===== config.mk =====
export PLATFORM = sky130hd
export DESIGN_NAME = rr_arbiter4
export DESIGN_NICKNAME = d
export VERILOG_FILES = /design/src/rtl/rr_arbiter4.sv
export SDC_FILE = /design/constraint.sdc
export NUM_CORES = 1
export LEC_CHECK = 0
export CORE_ASPECT_RATIO = 1.1
export CORE_MARGIN = 5
export CORE_UTILIZATION = 25
export CTS_CLUSTER_SIZE = 14
export DETAILED_ROUTE_END_ITERATION = 10
export PLACE_DENSITY_LB_ADDON = 0.15
export SETUP_SLACK_MARGIN = 0.2
export SLEW_MARGIN = 20
export SYNTH_ARGS = -nofsm -noshare
export SYNTH_HDL_FRONTEND = slang
export SYNTH_SLANG_ARGS = --single-unit

===== constraint.sdc =====
create_clock -name clk -period 4.1 [get_ports clk]
set_input_delay 0.82 -clock clk [delete_from_list [all_inputs] [get_ports clk]]
set_output_delay 0.82 -clock clk [all_outputs]
set_load 0.02 [all_outputs]

===== src/rtl/rr_arbiter4.sv =====
// rr_arbiter4 -- four-requester round-robin arbiter with a hold-time limit.
//
// A registered 2-bit owner index is decoded (2-to-4) into a registered
// one-hot grant. Priority rotates from the most recent owner. Under
// contention, an owner that keeps requesting is forced off after MAX_HOLD
// consecutive grant cycles.
//
// Parameters:
//   MAX_HOLD  maximum consecutive grant cycles while someone else waits (0 = unlimited)
//   CNT_W     hold counter width; MAX_HOLD must be < 2**CNT_W
//
// Ports:
//   clk        rising-edge clock
//   rst_n      asynchronous active-low reset
//   req[3:0]   request per requester, held while the resource is wanted
//   gnt[3:0]   registered one-hot grant, zero when idle
//   gnt_idx    registered binary index of the current owner
//   gnt_valid  high while any grant is asserted
//   preempt    one-cycle pulse after an edge where the hold limit forced a handoff
//
// Handshake: a requester owns the resource in every cycle its gnt bit is
// high. It holds req high for as long as it wants the resource. Dropping
// req releases the resource at the next edge. A grant only ever changes on
// a rising clock edge.
module rr_arbiter4 #(
    parameter int MAX_HOLD = 8,
    parameter int CNT_W    = 4
) (
    input  logic       clk,
    input  logic       rst_n,
    input  logic [3:0] req,
    output logic [3:0] gnt,
    output logic [1:0] gnt_idx,
    output logic       gnt_valid,
    output logic       preempt
);

    typedef enum logic [0:0] {
        IDLE  = 1'b0,
        GRANT = 1'b1
    } state_t;

    localparam bit               HOLD_EN = (MAX_HOLD != 0);
    // Preempt once the owner has held for MAX_HOLD cycles. The counter starts
    // at 0 on the grant edge, so the limit is reached at MAX_HOLD-1.
    localparam logic [CNT_W-1:0] LIMIT   = CNT_W'(MAX_HOLD - 1);
    localparam logic [CNT_W-1:0] CNT_MAX = '1;

    state_t           state, state_nx;
    logic [1:0]       last, last_nx;
    logic [1:0]       idx_nx;
    logic [CNT_W-1:0] hold_cnt, cnt_nx;
    logic             valid_nx;
    logic             pre_nx;
    logic [3:0]       others;
    logic [2:0]       pick_all;
    logic [2:0]       pick_oth;

    // 2-to-4 decoder shared by the grant register and the owner mask.
    function automatic logic [3:0] decode(input logic [1:0] idx);
        logic [3:0] oh;
        oh      = 4'b0000;
        oh[idx] = 1'b1;
        return oh;
    endfunction

    // Scan base+1, base+2, base+3, base (mod 4). Returns {found, index}.
    // The loop runs backwards so the closest candidate is assigned last and wins.
    function automatic logic [2:0] pick(input logic [3:0] r, input logic [1:0] base);
        logic [1:0] cand;
        logic [2:0] res;
        res = 3'b000;
        for (int k = 4; k >= 1; k--) begin
            cand = base + 2'(k);
            if (r[cand]) res = {1'b1, cand};
        end
        return res;
    endfunction

    // In GRANT, last always equals gnt_idx. Masking the owner out of req
    // leaves only the competitors.
    assign others   = req & ~decode(gnt_idx);
    assign pick_all = pick(req, last);
    assign pick_oth = pick(others, last);

    always_comb begin
        state_nx = state;
        idx_nx   = gnt_idx;
        last_nx  = last;
        cnt_nx   = hold_cnt;
        valid_nx = gnt_valid;
        pre_nx   = 1'b0;
        case (state)
            IDLE: begin
                if (pick_all[2]) begin
                    state_nx = GRANT;
                    idx_nx   = pick_all[1:0];
                    last_nx  = pick_all[1:0];
                    cnt_nx   = '0;
                    valid_nx = 1'b1;
                end
            end
            GRANT: begin
                if (!req[gnt_idx]) begin
                    // Release takes priority over a coincident preemption.
                    cnt_nx = '0;
                    if (pick_oth[2]) begin
                        idx_nx  = pick_oth[1:0];
                        last_nx = pick_oth[1:0];
                    end else begin
                        state_nx = IDLE;
                        valid_nx = 1'b0;
                    end
                end else if (HOLD_EN && (|others) && (hold_cnt >= LIMIT)) begin
                    // The comparison is >= and not == so that a competitor
                    // arriving after the limit has passed still forces a
                    // handoff on the next edge.
                    idx_nx  = pick_oth[1:0];
                    last_nx = pick_oth[1:0];
                    cnt_nx  = '0;
                    pre_nx  = 1'b1;
                end else if (hold_cnt != CNT_MAX) begin
                    cnt_nx = hold_cnt + 1'b1;
                end
            end
            default: begin
                state_nx = IDLE;
                valid_nx = 1'b0;
            end
        endcase
    end

    always_ff @(posedge clk or negedge rst_n) begin
        if (!rst_n) begin
            state     <= IDLE;
            gnt       <= 4'b0000;
            gnt_idx   <= 2'b00;
            gnt_valid <= 1'b0;
            preempt   <= 1'b0;
            hold_cnt  <= '0;
            last      <= 2'd3;
        end else begin
            state     <= state_nx;
            gnt       <= valid_nx ? decode(idx_nx) : 4'b0000;
            gnt_idx   <= idx_nx;
            gnt_valid <= valid_nx;
            preempt   <= pre_nx;
            hold_cnt  <= cnt_nx;
            last      <= last_nx;
        end
    end

endmodule


==> impl_metrics.env, run 1 <==
export IMPL_first_pass_grt_wire_length_microns=4630
export IMPL_start_util_pct=25.7
export IMPL_drt_first_iter_violations=33
export IMPL_num_rows=25
export IMPL_final_setup_tns_ps=0
export IMPL_grt_setup_unrepaired="no"
export IMPL_overall_fraction_of_global_route_tracks_in_use_pct=9.89
export IMPL_finalHoldViolations=0
export IMPL_status="complete, no violations"
export IMPL_multi_input_comb_area_sq_um=651
export IMPL_netlist_area_leader_share_pct=29.6
export IMPL_drt_pass1_iterations=4
export IMPL_core_area_sq_mm=0.00429
export IMPL_synth_fp_nets=125
export IMPL_floorplan_die_area_sq_mm=0.00583
export IMPL_count_of_flip_flops_with_a_built_in_enable_after_synthesis=0
export IMPL_synth_flop_cell="sky130_fd_sc_hd__dfrtp_1"
export IMPL_root_buffer="sky130_fd_sc_hd__clkbuf_8"
export IMPL_synthToLayoutAreaGrowth_pct=18.1
export IMPL_hold_path_class="reg2reg"
export IMPL_yosysUniqueCellTypes=49
export IMPL_pwr_density_cell_mw_per_mm2=628
export IMPL_start_kind="input pin"
export IMPL_clock_fmax_mhz=344
export IMPL_worstPathRequired_ps=4250
export IMPL_min_period_ps=2910
export IMPL_post_cts_setup_buffer_count=0
export IMPL_final_layout_size_suffix_gt1_share_pct=13.4
export IMPL_slew_violations=0
export IMPL_synth_area_top_cells="sky130_fd_sc_hd__dfrtp_1 (30%), sky130_fd_sc_hd__dfstp_2 (4.8%), sky130_fd_sc_hd__a21oi_1 (4.1%)"
export IMPL_largest_net_degree_at_the_start_of_global_routing=19
export IMPL_place_hpwl_microns=2060
export IMPL_yosysSeqAreaShare_pct=34.4
export IMPL_post_synth_instance_area_sq_mm=0.00110
export IMPL_io_pin_count=14
export IMPL_fill_cells=448
export IMPL_gr_ovfl_total=0
export IMPL_deepest_level_of_the_cts_h_tree=1
export IMPL_antennaDiodeCount=0
export IMPL_post_cts_resized=0
export IMPL_crit_type="in2reg"
export IMPL_ff_latch_area_sq_um=378
export IMPL_gp_routability_congestion=0.767
export IMPL_yosysMostFrequentCell="sky130_fd_sc_hd__dfrtp_1"
export IMPL_num_cts_buffers=3
export IMPL_syn_mean_instance_area_sq_um=9.32
export IMPL_number_of_global_route_vias_before_repair=966
export IMPL_synth_top_cells_by_count="sky130_fd_sc_hd__dfrtp_1 (13), sky130_fd_sc_hd__nand2_1 (10), sky130_fd_sc_hd__a21oi_1 (9), sky130_fd_sc_hd__nor2_1 (9), sky130_fd_sc_hd__buf_2 (6)"
export IMPL_tightest_slew_ps=672
export IMPL_finalNetCount=135
export IMPL_timing_final_setup_violations=0
export IMPL_arrival_ps=3060
export IMPL_finalWirelength_microns=2770
export IMPL_max_slew_margin_rel_pct=55.1
export IMPL_drt_antenna_violating_nets=0
export IMPL_drt_wirelength_per_cell_microns=15.3
export IMPL_worst_skew_pair_late_latency_ps=240
export IMPL_ys_async_sr_fraction_pct=100
export IMPL_p_leak_nw=0.495
export IMPL_tritoncts="built"
export IMPL_die_h_microns=79.6
export IMPL_io_buffer_count=13
export IMPL_postSynthRegisterBits=15
export IMPL_clock_path_buffers=2
export IMPL_finalHoldWorstSlack_ps=516
export IMPL_vdd_drop_max_v=0.000314
export IMPL_critPathMaxFanout=11
export IMPL_grt_antenna_before_repair=0
export IMPL_route_detailed_vias_per_inst=5.50
export IMPL_yosys_warnings=0
export IMPL_vias=996
export IMPL_fin_skew_ps=1.52
export IMPL_worstRegToRegCells=6
export IMPL_numClockSinks=15
export IMPL_cts_clk_slew_worst_paths_ps=60
export IMPL_layout_worst_path_cycle_share_pct=70.9
export IMPL_syn_instance_count=118
export IMPL_critPathCaptureType="register"
export IMPL_max_cap_viol_count=0
export IMPL_die_w_microns=73.2
export IMPL_power_total_mw=0.816
export IMPL_post_synth_top_area_cell="sky130_fd_sc_hd__dfrtp_1"
export IMPL_holdBufCountCts=0
export IMPL_remaining_drc_errors=0
export IMPL_worst_hold_path_num_cells=1
==> worst max-delay path, cell delays in order <==
cell and delay (ps):
sky130_fd_sc_hd__clkdlybuf4s50_1 630, sky130_fd_sc_hd__nor4_2 610, sky130_fd_sc_hd__inv_2 150, sky130_fd_sc_hd__o311ai_0 220, sky130_fd_sc_hd__o211ai_1 320, sky130_fd_sc_hd__nor4b_2 310
==> cell families after synthesis <==
logic type / count (synthesis) / synth area share [%]
AO/OA/AOI/OAI: 37 / 27.0
adder cells (fa/ha/maj): 2 / 2.05
buffers and inverters: 15 / 6.48
flip-flops: 15 / 34.4
multiplexers: 4 / 5.57
AND/OR/NAND/NOR: 45 / 24.6
==> report_power, final <==
part	total [mW]	internal, mW	switching (mW)
combinational	0.410	0.191	0.218
sequential	0.286	0.204	0.0826
clock	0.120	0.0672	0.0529
total	0.816	0.462	0.354
==> layer usage <==
| layer | up-vias | global-route usage [%] | wire length [microns] |
|---|---|---|---|
| met2 | 32 | 16.7 | 1460 |
| met4 | 0 | 3.14 | 22 |
| met5 | - | 0 | 0 |
| met1 | 487 | 12.4 | 1130 |
| li1 | 471 | - | - |
| met3 | 6 | 2.02 | 157 |
==> per-stage QoR <==
| step | instances | setup WS, ps | cell area (sq um) | util (%) |
|---|---|---|---|---|
| 5_1_grt | 181 | 992 | 1300 | 30.3 |
| 4_1_cts | 181 | 1150 | 1300 | 30.3 |
| 6_report | 181 | 1190 | 1300 | 30.3 |
| 3_3_place_gp | 177 | 871 | 1250 | 29.2 |
| 2_1_floorplan | 118 | 1750 | 1100 | - |
| 3_5_place_dp | 177 | 918 | 1250 | 29.2 |
==> path summary, 6_finish.rpt <==
check / slack (ps) / from / to
max reg2reg: 1790 / gnt_idx[0] / gnt[1]
min reg2reg: 520 / hold_cnt[0] / hold_cnt[0]
max in group asynchronous: 2690 / rst_n / gnt[3]
min in group asynchronous: 990 / rst_n / gnt[2]
min: 520 / hold_cnt[0] / hold_cnt[0]
max: 1190 / req[2] / gnt[2]
==> area by class of cell <==
cell class                 instances  area share, %
clock buffer                       3           3.18
clock inverter                     1          0.385
inverter                           7           2.02
multi-input combinational         88           50.1
sequential                        15           29.1
tap                               54           5.20
timing repair buffer              13           10.0
==> cells in the final DEF (no fill, tap or decap), types with 2 or more instances in the layout <==
cell and instances:
sky130_fd_sc_hd__clkdlybuf4s50_1 13, sky130_fd_sc_hd__nand2_1 10, sky130_fd_sc_hd__nor3_1 2, sky130_fd_sc_hd__o2111ai_1 2
sky130_fd_sc_hd__dfrtp_1 13, sky130_fd_sc_hd__o211a_1 2, sky130_fd_sc_hd__clkbuf_8 3, sky130_fd_sc_hd__nand3b_1 2
sky130_fd_sc_hd__o211ai_1 4, sky130_fd_sc_hd__inv_1 5, sky130_fd_sc_hd__nand2b_1 5, sky130_fd_sc_hd__dfstp_2 2
sky130_fd_sc_hd__nand4_1 3, sky130_fd_sc_hd__mux2i_1 2, sky130_fd_sc_hd__a211oi_2 2, sky130_fd_sc_hd__a21oi_1 9
sky130_fd_sc_hd__a31oi_1 3, sky130_fd_sc_hd__nand3_1 4, sky130_fd_sc_hd__nor2_1 9, sky130_fd_sc_hd__o21ai_1 2
sky130_fd_sc_hd__inv_2 2
==> registers in the layout, indices dropped and copies added, names as in the netlist <==
| register | cells |
|---|---|
| gnt | 4 |
| hold_cnt | 4 |
| gnt_idx | 2 |
| last | 2 |
| gnt_valid | 1 |
| preempt | 1 |
| state | 1 |
Note: power is estimated with default switching activity, not from simulation.
==> inputs of run 2 (changes only) <==
==> constraint.sdc (replaced) <==
create_clock -name clk -period 2.99 [get_ports clk]
set_input_delay 0.598 -clock clk [delete_from_list [all_inputs] [get_ports clk]]
set_output_delay 0.598 -clock clk [all_outputs]
set_load 0.02 [all_outputs]
==> run 2 against run 1 <==
Clock skew rose by 1.1 ps. Total power grew 40%. Clock power grew 34%. Hold slack lost 18 ps. Die area unchanged. Global-route usage grew 0.63 points. Critical endpoint is now gnt[0]. Register-to-register slack worse by 1100 ps. Largest cell class unchanged. Sequential power grew 40%. Flip-flop and latch count did not move.
==> impl_metrics.env, run 2 (synthesis results as in run 1) <==
export IMPL_crit_type="in2reg"
export IMPL_start_util_pct=25.7
export IMPL_power_total_mw=1.14
export IMPL_numClockSinks=15
export IMPL_clock_power_share_pct=14.1
export IMPL_post_cts_resized=0
export IMPL_fin_skew_ps=2.64
export IMPL_max_cap_viol_count=0
export IMPL_num_rows=25
export IMPL_timing_critical_path_buf_inv=2
export IMPL_placedInstanceArea_sq_mm=0.00131
export IMPL_internal_power_mw=0.651
export IMPL_clock_fmax_mhz=382
export IMPL_start_kind="input pin"
export IMPL_worstRegToRegCells=6
export IMPL_critPathMaxFanout=13
export IMPL_largest_registers="gnt x4, hold_cnt x4"
export IMPL_drt_wirelength_per_cell_microns=15.2
export IMPL_arrival_ps=2760
export IMPL_core_area_sq_mm=0.00429
export IMPL_worstPathRequired_ps=3140
export IMPL_critPathCaptureType="register"
export IMPL_critical_path_max_stage_delay_ps=680
export IMPL_tightest_slew_ps=683
export IMPL_die_w_microns=73.2
export IMPL_synthToLayoutAreaGrowth_pct=22.8
export IMPL_max_slew_margin_rel_pct=54.3
export IMPL_hold_path_class="reg2reg"
export IMPL_io_buffer_count=13
export IMPL_critical_path_slowest_cell="sky130_fd_sc_hd__mux4_1"
export IMPL_clock_path_buffers=2
export IMPL_final_layout_size_suffix_gt1_share_pct=17.2
export IMPL_drt_antenna_violating_nets=0
export IMPL_finalNetCount=142
export IMPL_num_cts_buffers=3
export IMPL_worst_skew_pair_late_latency_ps=240
export IMPL_gp_routability_congestion=0.850
export IMPL_total_switching_power_mw=0.489
export IMPL_place_hpwl_microns=2050
export IMPL_route_detailed_vias_per_inst=5.14
export IMPL_comb_power_share_pct=50.8
export IMPL_floorplan_die_area_sq_mm=0.00583
export IMPL_pwr_density_cell_mw_per_mm2=844
export IMPL_number_of_global_route_vias_before_repair=1040
export IMPL_timing_final_setup_violations=0
export IMPL_min_period_ps=2610
export IMPL_post_cts_setup_buffer_count=0
export IMPL_holdBufCountCts=0
export IMPL_worst_hold_path_num_cells=1
export IMPL_post_route_cell_area_sq_mm=0.00135
export IMPL_layout_cells_most_common_list="sky130_fd_sc_hd__dfrtp_1 (13), sky130_fd_sc_hd__clkdlybuf4s50_1 (13), sky130_fd_sc_hd__nand2_1 (10)"
export IMPL_antennaDiodeCount=0
export IMPL_p_leak_nw=0.526
export IMPL_power_share_switching_pct=42.9
export IMPL_cts_clk_slew_worst_paths_ps=60
export IMPL_io_pin_count=14
export IMPL_status="complete, no violations"
export IMPL_vias=966
export IMPL_die_h_microns=79.6
export IMPL_drt_pass1_iterations=4
export IMPL_slew_violations=0
export IMPL_seq_power_share_pct=35.1
export IMPL_remaining_drc_errors=0
export IMPL_timing_critical_path_depth=7
export IMPL_largest_net_degree_at_the_start_of_global_routing=19
export IMPL_drt_first_iter_violations=48
export IMPL_root_buffer="sky130_fd_sc_hd__clkbuf_8"
export IMPL_gr_ovfl_total=0
export IMPL_finalHoldViolations=0
export IMPL_deepest_level_of_the_cts_h_tree=1
export IMPL_tritoncts="built"
export IMPL_finalWirelength_microns=2850
export IMPL_grt_setup_unrepaired="no"
export IMPL_grt_antenna_before_repair=0
export IMPL_final_setup_tns_ps=0
export IMPL_overall_fraction_of_global_route_tracks_in_use_pct=10.5
export IMPL_vdd_drop_max_v=0.000378
export IMPL_layout_worst_path_cycle_share_pct=87.5
export IMPL_first_pass_grt_wire_length_microns=4850
export IMPL_worst_path_dominant_cell_family="buffers and inverters"
export IMPL_worstPathCellList="clkdlybuf4s50_1, mux4_1, nand2_1, a221o_1, o211a_2, inv_2, nor4b_4"
run 2: per-layer routing:
| metal | GRT usage (%) | share of wire (%) | vias to the layer above |
|---|---|---|---|
| met5 | 0 | 0 | - |
| met4 | 4.06 | 1.3 | 0 |
| met3 | 2.27 | 5.2 | 4 |
| met2 | 17.2 | 49 | 32 |
| met1 | 13.3 | 45 | 451 |
| li1 | - | - | 479 |
run 2: worst paths after layout:
kind / start / endpoint / slack [ps]
max: req[1] / gnt[0] / 380
min: hold_cnt[0] / hold_cnt[0] / 500
max reg2reg: gnt_idx[0] / gnt[0] / 700
min reg2reg: hold_cnt[0] / hold_cnt[0] / 500
max in group asynchronous: rst_n / hold_cnt[0] / 1790
min in group asynchronous: rst_n / gnt[1] / 770
run 2: final cells by class:
| type | count | area [sq um] |
|---|---|---|
| Fill cell | 431 | 2940 |
| Inverter | 7 | 26.3 |
| Tap cell | 54 | 67.6 |
| Sequential cell | 15 | 378 |
| Timing Repair Buffer | 20 | 183 |
| Multi-Input combinational cell | 88 | 651 |
| Clock buffer | 4 | 45.0 |
run 2: stage by stage:
stage	std cells	hold WS, ps	setup slack, ps	util (%)
after global routing	188	531	278	31.5
after global placement	184	488	165	30.5
after floorplan	118	302	860	-
after CTS	188	505	367	31.5
after detailed placement	184	494	153	30.5
final	188	498	375	31.5
run 2: power by group through the flow:
stage,logic [mW],registers [mW],clock network (mW)
floorplan,0.429,0.369,0
global placement,0.581,0.404,0
detailed placement,0.576,0.403,0
CTS,0.584,0.400,0.167
global route,0.635,0.413,0.176
finish,0.580,0.400,0.161
run 2: worst reg2reg max path, stage by stage (launching register included):
cell and delay (ps):
sky130_fd_sc_hd__dfrtp_1 660, sky130_fd_sc_hd__mux4_1 700, sky130_fd_sc_hd__nand2_1 170, sky130_fd_sc_hd__a221o_1 170
sky130_fd_sc_hd__o211a_2 230, sky130_fd_sc_hd__inv_2 70, sky130_fd_sc_hd__nor4b_4 210
